### src/rtl/aes_clk_gate_ctrl.sv
// Per-domain clock gate sequencer for the AES datapath: wakes a gated clock on
// request, reports it stable after a fixed settle time, and gates it after idling.
//
// state   | meaning
// --------+---------------------------------------------------------------
// ST_OFF  | clock gated; waits for req or force_on
// ST_WAKE | gate enabled, clock settling; runs WAKE_CYCLES cycles, never aborts
// ST_ON   | clock running and acknowledged
// ST_HOLD | idle hold-off; counts idle_thr+1 cycles before gating, activity returns to ON
module aes_clk_gate_ctrl #(
   parameter int N_DOM       = 4,
   parameter int WAKE_CYCLES = 2,
   parameter int CNT_W       = 8
) (
   input  logic             clk,
   input  logic             rst_n,
   input  logic [N_DOM-1:0] req,
   input  logic [N_DOM-1:0] busy,
   input  logic             force_on,
   input  logic [CNT_W-1:0] idle_thr,
   output logic [N_DOM-1:0] gate_en,
   output logic [N_DOM-1:0] ack,
   output logic             all_gated
);

   localparam logic [1:0] ST_OFF  = 2'd0;
   localparam logic [1:0] ST_WAKE = 2'd1;
   localparam logic [1:0] ST_ON   = 2'd2;
   localparam logic [1:0] ST_HOLD = 2'd3;

   localparam logic [3:0] WAKE_LOAD = 4'(WAKE_CYCLES - 1);

   logic [1:0]       state_q    [N_DOM];
   logic [1:0]       state_d    [N_DOM];
   logic [3:0]       wake_cnt_q [N_DOM];
   logic [3:0]       wake_cnt_d [N_DOM];
   logic [CNT_W-1:0] idle_cnt_q [N_DOM];
   logic [CNT_W-1:0] idle_cnt_d [N_DOM];
   logic [N_DOM-1:0] gate_en_q, gate_en_d;
   logic [N_DOM-1:0] ack_q, ack_d;
   logic             all_gated_q, all_gated_d;

   always_comb begin
      all_gated_d = 1'b1;
      gate_en_d   = '0;
      ack_d       = '0;
      for (int i = 0; i < N_DOM; i++) begin
         state_d[i]    = state_q[i];
         wake_cnt_d[i] = wake_cnt_q[i];
         idle_cnt_d[i] = idle_cnt_q[i];

         case (state_q[i])
            ST_OFF: begin
               if (req[i] || force_on) begin
                  state_d[i]    = ST_WAKE;
                  wake_cnt_d[i] = WAKE_LOAD;
               end
            end
            ST_WAKE: begin
               if (wake_cnt_q[i] == 4'd0) begin
                  state_d[i] = ST_ON;
               end else begin
                  wake_cnt_d[i] = wake_cnt_q[i] - 4'd1;
               end
            end
            ST_ON: begin
               if (!req[i] && !busy[i] && !force_on) begin
                  state_d[i]    = ST_HOLD;
                  idle_cnt_d[i] = idle_thr;
               end
            end
            ST_HOLD: begin
               // activity beats an expiring hold-off count
               if (req[i] || busy[i] || force_on) begin
                  state_d[i] = ST_ON;
               end else if (idle_cnt_q[i] == '0) begin
                  state_d[i] = ST_OFF;
               end else begin
                  idle_cnt_d[i] = idle_cnt_q[i] - CNT_W'(1);
               end
            end
            default: state_d[i] = ST_OFF;
         endcase

         // outputs are a registered decode of the current state, so they lag it by one edge
         gate_en_d[i] = (state_q[i] != ST_OFF);
         ack_d[i]     = (state_q[i] == ST_ON) || (state_q[i] == ST_HOLD);
         if (state_q[i] != ST_OFF) begin
            all_gated_d = 1'b0;
         end
      end
   end

   always_ff @(posedge clk or negedge rst_n) begin
      if (!rst_n) begin
         for (int i = 0; i < N_DOM; i++) begin
            state_q[i]    <= ST_OFF;
            wake_cnt_q[i] <= 4'd0;
            idle_cnt_q[i] <= '0;
         end
         gate_en_q   <= '0;
         ack_q       <= '0;
         all_gated_q <= 1'b1;
      end else begin
         for (int i = 0; i < N_DOM; i++) begin
            state_q[i]    <= state_d[i];
            wake_cnt_q[i] <= wake_cnt_d[i];
            idle_cnt_q[i] <= idle_cnt_d[i];
         end
         gate_en_q   <= gate_en_d;
         ack_q       <= ack_d;
         all_gated_q <= all_gated_d;
      end
   end

   assign gate_en   = gate_en_q;
   assign ack       = ack_q;
   assign all_gated = all_gated_q;

endmodule

### config.mk
export PLATFORM = sky130hd
export DESIGN_NAME = aes_clk_gate_ctrl
export DESIGN_NICKNAME = d
export VERILOG_FILES = /design/src/rtl/aes_clk_gate_ctrl.sv
export SDC_FILE = /design/constraint.sdc
export NUM_CORES = 1
export LEC_CHECK = 0
export ABC_AREA = 1
export CAP_MARGIN = 10
export CORE_MARGIN = 1.5
export CORE_UTILIZATION = 55
export DETAILED_ROUTE_END_ITERATION = 6
export GPL_TIMING_DRIVEN = 0
export HOLD_SLACK_MARGIN = 0.12
export PLACE_DENSITY = 0.78
export SYNTH_ARGS = -nofsm -noshare
export SYNTH_HDL_FRONTEND = slang
export SYNTH_SLANG_ARGS = --single-unit
### constraint.sdc
create_clock -name clk -period 1.8 [get_ports clk]
set_clock_uncertainty 0.1 [all_clocks]
set_input_delay 0.18 -clock clk [delete_from_list [all_inputs] [get_ports clk]]
set_output_delay 0.18 -clock clk [all_outputs]
set_load 0.01 [all_outputs]
Word-level counts from Yosys, hierarchy flattened
Cells that the tools add are included.
{ "totals": {"register_bits": 65, "in_bits": 19, "out_inout_bits": 9} }
{ "op_classes": {"add_sub_neg": 8, "eq_ne": 40, "mux": 56, "n_reduce_logical": 69} }
{ "ops": {"columns": ["operator", "n"], "rows": [
  ["$mux W8", 12],
  ["$pmux W8 S2", 4],
  ["$ne A2 B2 Y1 const B", 24],
  ["$mux W2", 20],
  ["$logic_not A8 Y1", 4],
  ["$mux W4", 8],
  ["$pmux W2 S4", 4],
  ["$pmux W4 S2", 4],
  ["$reduce_and A4 Y1", 8],
  ["$sub A8 B1 Y8 const B", 4],
  ["$reduce_bool A2 Y1", 12],
  ["$eq A2 B2 Y1 const B", 8],
  ["$logic_not A4 Y1", 4],
  ["$logic_or A1 B1 Y1", 16],
  ["$sub A4 B1 Y4 const B", 4],
  ["$ne A3 B3 Y1 const B", 4],
  ["$reduce_and A3 Y1", 4],
  ["$logic_not A1 Y1", 9],
  ["$eq A2 B1 Y1 const B", 4],
  ["$logic_and A1 B1 Y1", 8],
  ["$logic_not A2 Y1", 4],
  ["$mux W1", 4]
]} }

Depth between registers and ports, before layout
Gate-level depths: netlist (run 1).
{ "logic_depth": {"ltp_word": 5, "depth_mapped": 10, "mapped_depth_nobuf": 9} }

Worst setup path after synthesis (run 1)
OpenSTA, ideal clock, no wires.
{ "synth_path": {"path_kind": "reg-to-reg", "from": "register idle_cnt_q[24] (netlist bit)", "to": "register idle_cnt_q[29] (netlist bit)", "arrival_time_ns": 1.188, "t_required_ns": 1.584, "slack_ns": 0.396, "stages_incl_launch_ff": 11, "period_less_slack_ns": 1.404, "path_cell_list": "dfrtp_1 -> inv_1 -> ha_1 -> nand2_1 -> nor2_1 -> nand3_1 -> nand2_1 -> buf_6 -> nor2_1 -> nand2_1 -> nand2_1"} }
{ "synth_between": {"elab_chain_cells": 4} }
{ "synth_lines": {"columns": ["item", "line", "rtl"], "rows": [
  ["from (decl)", "37", "logic [CNT_W-1:0] idle_cnt_q [N_DOM];"],
  ["from (signal, indexed assignment)", "108", "idle_cnt_q[i] <= idle_cnt_d[i];"],
  ["$sub A8 B1 Y8", "79", "idle_cnt_d[i] = idle_cnt_q[i] - CNT_W'(1);"],
  ["$mux W8", "76", "end else if (idle_cnt_q[i] == '0) begin"],
  ["$mux W8", "74", "if (req[i] || busy[i] || force_on) begin"],
  ["$pmux W8 S2", "52", "case (state_q[i])"]
]} }
Several ways; a longest one is shown, not always the timed one. The select of a mux whose other input is x is not followed.
A chain may end at the register's enable or synchronous reset.

Worst setup path after layout (run 1)
{ "layout_path": {"from": "register all_gated_q, in the netlist all_gated", "to": "output port all_gated"} }
{ "layout_lines": {"columns": ["item", "line", "rtl"], "rows": [
  ["from (decl)", "41", "logic all_gated_q, all_gated_d;"],
  ["from (signal assigned)", "112", "all_gated_q <= all_gated_d;"],
  ["to (decl)", "23", "output logic all_gated"]
]} }
No word-level cell between the ends.

==> results.json, run 1 <==
{
  "grt_max_degree": 66,
  "slowest_stage": "dfstp_2",
  "fillers": 631,
  "avgRoutedWirePerCell_um": 11.6,
  "io_pins": 28,
  "post_cts_resized": 0,
  "initial_core_util": 0.564,
  "status": "completed",
  "clock_latency_ns": 0.34,
  "critical_path_class": "reg -> out",
  "die_x_um": 88.8,
  "finalSetupViolCount": 0,
  "yosysUniqueCellTypes": 32,
  "syn-cell-area_sq_um": 4050,
  "drt_iter0_markers": 179,
  "synthTopCellsByCount": "nand2_1, inv_1, nor2_1",
  "r2r-start": "idle_cnt_q[24]",
  "ys_top_cells_by_area": "dfrtp_1, nand2_1, inv_1",
  "routabilityCongestion": 0.876,
  "startpoint": "all_gated",
  "rsz0062_at_grt": "no",
  "max_cap_viol_count": 0,
  "gr-total-overflow": 0,
  "worstMarginPinSlew_ns": 0.816,
  "rows": 31,
  "crit_family": "flip-flops",
  "ir_drop_mv": 0.845,
  "period_needed_ns": 1.66,
  "fin_crit_sh": 0.921,
  "synth_edf_count": 0,
  "relSlewSlack": 0.456,
  "cp_max_fo": 1,
  "ys_seq_elements": 65,
  "endpoint_kind": "primary output",
  "p_total_uw": 6590,
  "ys_seq_area_frac": 0.402,
  "clk_pin_slew_ns": 0.07,
  "leakagePower_uw": 0.00237,
  "nNetsFinal": 664,
  "cp_data_required_time_ns": 1.52,
  "synth.largest_area_cell": "dfrtp_1",
  "slowest_delay_ns": 0.52,
  "place_hpwl_um": 6240,
  "syn_to_final_growth_pct": 15.0,
  "setup_slack_ns": 0.142,
  "syn_area_per_cell_sq_um": 6.85,
  "dr.pass1.iters": 4,
  "synthArstFlopShare": 1.00,
  "finalHoldViolCount": 0,
  "hold_path_class": "in -> async",
  "synth_nets": 625,
  "antennaDiodeCount": 0,
  "preCtsSetupSlack_ns": -0.136,
  "crit_chain": "clkdlybuf4s50_1",
  "grt_pass1_vias": 3319,
  "detail-route-antenna-nets": 0,
  "finalSetupTns_ns": 0,
  "yosys_warnings": 0,
  "clock_path_buffers": 2,
  "postSynthCellCount": 591,
  "drive_gt1_frac": 0.0835,
  "die_area_sq_um": 7890,
  "final_util": 0.649,
  "cp-start-kind": "flip-flop",
  "cts_root_buf": "clkbuf_8",
  "cts_buffers": 9,
  "yosysTopAreaCellShare": 0.396,
  "cts_tree": "done",
  "htreeDepth": 3,
  "worstPathArrival_ns": 1.38,
  "drv_slew": 0,
  "antenna_found_initial": 0,
  "power_density_nw_per_um2": 1420,
  "cts_sinks": 65,
  "yosysMostFrequentCell": "nand2_1",
  "grt_pass1_wl_um": 14200,
  "die_y_um": 88.8,
  "grt_usage": 0.234,
  "core_sq_um": 7180,
  "viasPerCell": 5.04,
  "vias": 3701,
  "wirelength_um": 8500,
  "clock.fmax_ghz": 0.603,
  "synth_ff_type": "dfrtp_1",
  "portBuffers": 27,
  "cp_num_buf_inv": 1,
  "drc": 0
}
through the flow:
step	hold slack (ns)	cell area, sq um	std cells
2_1_floorplan	-0.216	4050	591
3_3_place_gp	0.364	4440	717
3_5_place_dp	0.242	4440	717
4_1_cts	0.386	4650	734
5_1_grt	0.410	4650	734
6_report	0.368	4650	734
layout make-up:
type,count,area [sq um],share of cell area
Inverter,95,359,0.0772
Tap cell,99,124,0.0266
Multi-Input combinational cell,425,2030,0.436
Buffer,6,31.3,0.00672
Sequential cell,65,1630,0.350
Clock buffer,13,139,0.0298
Timing Repair Buffer,28,278,0.0597
Clock inverter,3,65.1,0.0140
path summary, 6_finish.rpt:
| path | to | slack [ns] | depth (start not counted) |
|---|---|---|---|
| hold reg to reg | wake_cnt_q[8] | 0.39 | 1 |
| setup reg to reg | idle_cnt_q[31] | 0.18 | 10 |
| max in group asynchronous | idle_cnt_q[11] | 0.68 | 2 |
| min in group clk | wake_cnt_q[8] | 0.39 | 1 |
| setup / recovery | all_gated | 0.14 | 1 |
| hold / removal | wake_cnt_q[4] | 0.37 | 2 |
worst register-to-register path, stage by stage (launching register included):
cell     delay (ns)
dfrtp_1        0.38
inv_1          0.15
ha_1           0.18
nand2_1        0.06
nor2_1         0.14
nand3_1        0.09
nand2_1        0.11
buf_6          0.15
nor2_1         0.05
nand2_1        0.06
nand2_1        0.05
power by group:
part	leakage (uW)	internal (uW)	switching, uW	total, uW
combinational	0.00149	1040	1840	2870
sequential	0.000772	1970	424	2390
clock	0.000102	781	543	1320
total	0.00237	3790	2800	6590
flip-flops by register name (all words and copies together), names as in the netlist:
signal	count
ack	4
all_gated	1
gate_en	4
idle_cnt_q	32
state_q	8
wake_cnt_q	16
cells by family (layout without fill, tap and decap cells):
kind of cell | count (synthesis) | after routing | share of synthesized area
and+or+nand+nor | 339 | 339 | 0.360
buffers and inverters | 101 | 145 | 0.0964
AOI/OAI and AO/OA | 70 | 70 | 0.0933
DFF | 65 | 65 | 0.402
adders and majority gates | 15 | 15 | 0.0464
xor gates and xnor gates | 1 | 1 | 0.00216
cell usage in the layout, fill, tap and decap left out, types with 8 or more instances in the layout:
cell type / instances
nor2_1: 72
ha_1: 15
nand2_1: 174
inv_1: 81
clkdlybuf4s50_1: 26
o21ai_1: 22
nand2_2: 8
o21ai_0: 33
nand3_1: 59
clkbuf_1: 8
inv_2: 12
nor2_2: 8
dfrtp_1: 64
clkbuf_8: 9
repair_timing:
action / in CTS / in global routing
setup endpoints to repair: 0 / 0
hold endpoints to repair: 64 / 0
setup buffers: 0 / 0
hold buffers: 1 / 0
layer usage:
metal | wire length [um] | track usage | up-vias
met4 | 155 | 0.0994 | 0
met1 | 3990 | 0.297 | 1690
met2 | 4060 | 0.390 | 57
met3 | 297 | 0.0438 | 17
li1 | - | - | 1937
met5 | 0 | 0 | -
(Power assumes the default switching activity.)
==> run 2, diff against run 1 <==
--- a/config.mk
+++ b/config.mk
@@ -6,7 +6,7 @@
 export NUM_CORES = 1
 export LEC_CHECK = 0
 export ABC_AREA = 1
-export CAP_MARGIN = 10
+export CAP_MARGIN = 40
 export CORE_MARGIN = 1.5
 export CORE_UTILIZATION = 55
 export DETAILED_ROUTE_END_ITERATION = 6
==> results.json, run 2 (synthesized netlist as in run 1, its figures left out) <==
{
  "period_needed_ns": 1.66,
  "post_cts_buffers": 0,
  "place_hpwl_um": 6410,
  "drv_slew": 0,
  "die_y_um": 88.8,
  "fin_crit_sh": 0.921,
  "leakagePower_uw": 0.00236,
  "top_regs": "idle_cnt_q x32, wake_cnt_q x16, state_q x8",
  "power_density_nw_per_um2": 1380,
  "worstPathArrival_ns": 1.38,
  "die_x_um": 88.8,
  "cp_num_buf_inv": 1,
  "rows": 31,
  "finalSetupViolCount": 0,
  "holdBufCountCts": 1,
  "clk_pin_slew_ns": 0.08,
  "endpoint_kind": "primary output",
  "rsz0062_at_grt": "no",
  "largest_reg_flops": 32,
  "critical_path_class": "reg -> out",
  "finalInstanceArea_sq_um": 4660,
  "routabilityCongestion": 0.876,
  "grt_max_degree": 54,
  "slowest_stage": "dfstp_2",
  "antennaDiodeCount": 0,
  "nNetsFinal": 665,
  "post_cts_resized": 0,
  "worstMarginPinSlew_ns": 0.356,
  "cts_tree": "done",
  "gr-total-overflow": 0,
  "clock_latency_ns": 0.35,
  "clock_path_buffers": 2,
  "wirelength_um": 8530,
  "finalHoldViolCount": 0,
  "r2r_slack_ns": 0.19,
  "antenna_found_initial": 0,
  "clock.fmax_ghz": 0.603,
  "p_total_uw": 6420,
  "final_util": 0.650,
  "fillers": 633,
  "portBuffers": 27,
  "avgRoutedWirePerCell_um": 11.6,
  "htreeDepth": 3,
  "cp_max_fo": 1,
  "cp_data_required_time_ns": 1.52,
  "cp.depth": 1,
  "grt_pass1_wl_um": 14200,
  "core_sq_um": 7180,
  "grt_usage": 0.232,
  "cts_root_buf": "clkbuf_8",
  "vias": 3665,
  "io_pins": 28,
  "holdWs_ns": 0.136,
  "cp-start-kind": "flip-flop",
  "die_area_sq_um": 7890,
  "drt_iter0_markers": 174,
  "syn_to_final_growth_pct": 15.1,
  "drc": 0,
  "final_common_cell": "nand2_1",
  "ir_drop_mv": 0.804,
  "drive_gt1_frac": 0.0896,
  "cts_buffers": 9,
  "dp.cells": 718,
  "cts_sinks": 65,
  "regMostFlops": "idle_cnt_q",
  "place_area_sq_um": 4470,
  "reg2reg_depth": 10,
  "viasPerCell": 4.99,
  "mostFrequentLayoutCells": "nand2_1, inv_1, nor2_1",
  "detail-route-antenna-nets": 0,
  "slowest_delay_ns": 0.52,
  "grt_pass1_vias": 3381,
  "crit_family": "flip-flops",
  "fin_cells": 735,
  "max_cap_viol_count": 0,
  "crit_chain": "clkdlybuf4s50_1",
  "relSlewSlack": 0.762,
  "hold_path_class": "in -> async",
  "dr.pass1.iters": 4,
  "initial_core_util": 0.564,
  "status": "completed"
}
==> run 2: power by group <==
part / internal, uW / total [uW] / leakage [uW] / switching [uW]
Sequential: 1970 / 2380 / 0.000772 / 415
Combinational: 1040 / 2880 / 0.00151 / 1840
Clock: 573 / 1150 / 0.0000846 / 582
==> run 2: final cells by class <==
type	count	area, sq um	area share
Multi-Input combinational cell	425	2030	0.436
Clock buffer	12	155	0.0333
Clock inverter	4	27.5	0.00591
Tap cell	99	124	0.0266
Sequential cell	65	1630	0.349
Timing Repair Buffer	29	305	0.0655
Buffer	6	31.3	0.00671
Inverter	95	359	0.0770
==> run 2: final timing paths <==
kind | start | end
hold reg to reg | wake_cnt_q[8] | wake_cnt_q[8]
setup / recovery | all_gated | all_gated
min in group clk | wake_cnt_q[8] | wake_cnt_q[8]
setup reg to reg | idle_cnt_q[24] | idle_cnt_q[31]
max in group asynchronous | rst_n | all_gated
hold / removal | rst_n | idle_cnt_q[13]
==> run 2: through the flow <==
step                      TNS, ns  setup slack [ns]
after global placement    -116.61             -1.81
after detailed placement   -0.674            -0.122
after CTS                       0             0.123
after floorplan                 0             0.396
final                           0             0.142
after global routing            0            0.0379
==> run 2: per-layer routing <==
layer | vias to the layer above | track usage | routed length, um | share of wire
met5 | - | 0 | 0 | 0
met4 | 0 | 0.0653 | 89 | 0.010
met1 | 1675 | 0.289 | 3930 | 0.46
li1 | 1941 | - | - | -
met3 | 9 | 0.0448 | 260 | 0.030
met2 | 40 | 0.410 | 4250 | 0.50
==> run 3, diff against run 2 <==
--- a/config.mk
+++ b/config.mk
@@ -9,6 +9,7 @@
 export CAP_MARGIN = 40
 export CORE_MARGIN = 1.5
 export CORE_UTILIZATION = 55
+export CTS_CLUSTER_SIZE = 10
 export DETAILED_ROUTE_END_ITERATION = 6
 export GPL_TIMING_DRIVEN = 0
 export HOLD_SLACK_MARGIN = 0.12
@@ -16,3 +17,4 @@
 export SYNTH_ARGS = -nofsm -noshare
 export SYNTH_HDL_FRONTEND = slang
 export SYNTH_SLANG_ARGS = --single-unit
+export TNS_END_PERCENT = 1
==> results of run 3 <==
Final layout, timing and power as in run 2 (identical DEF).
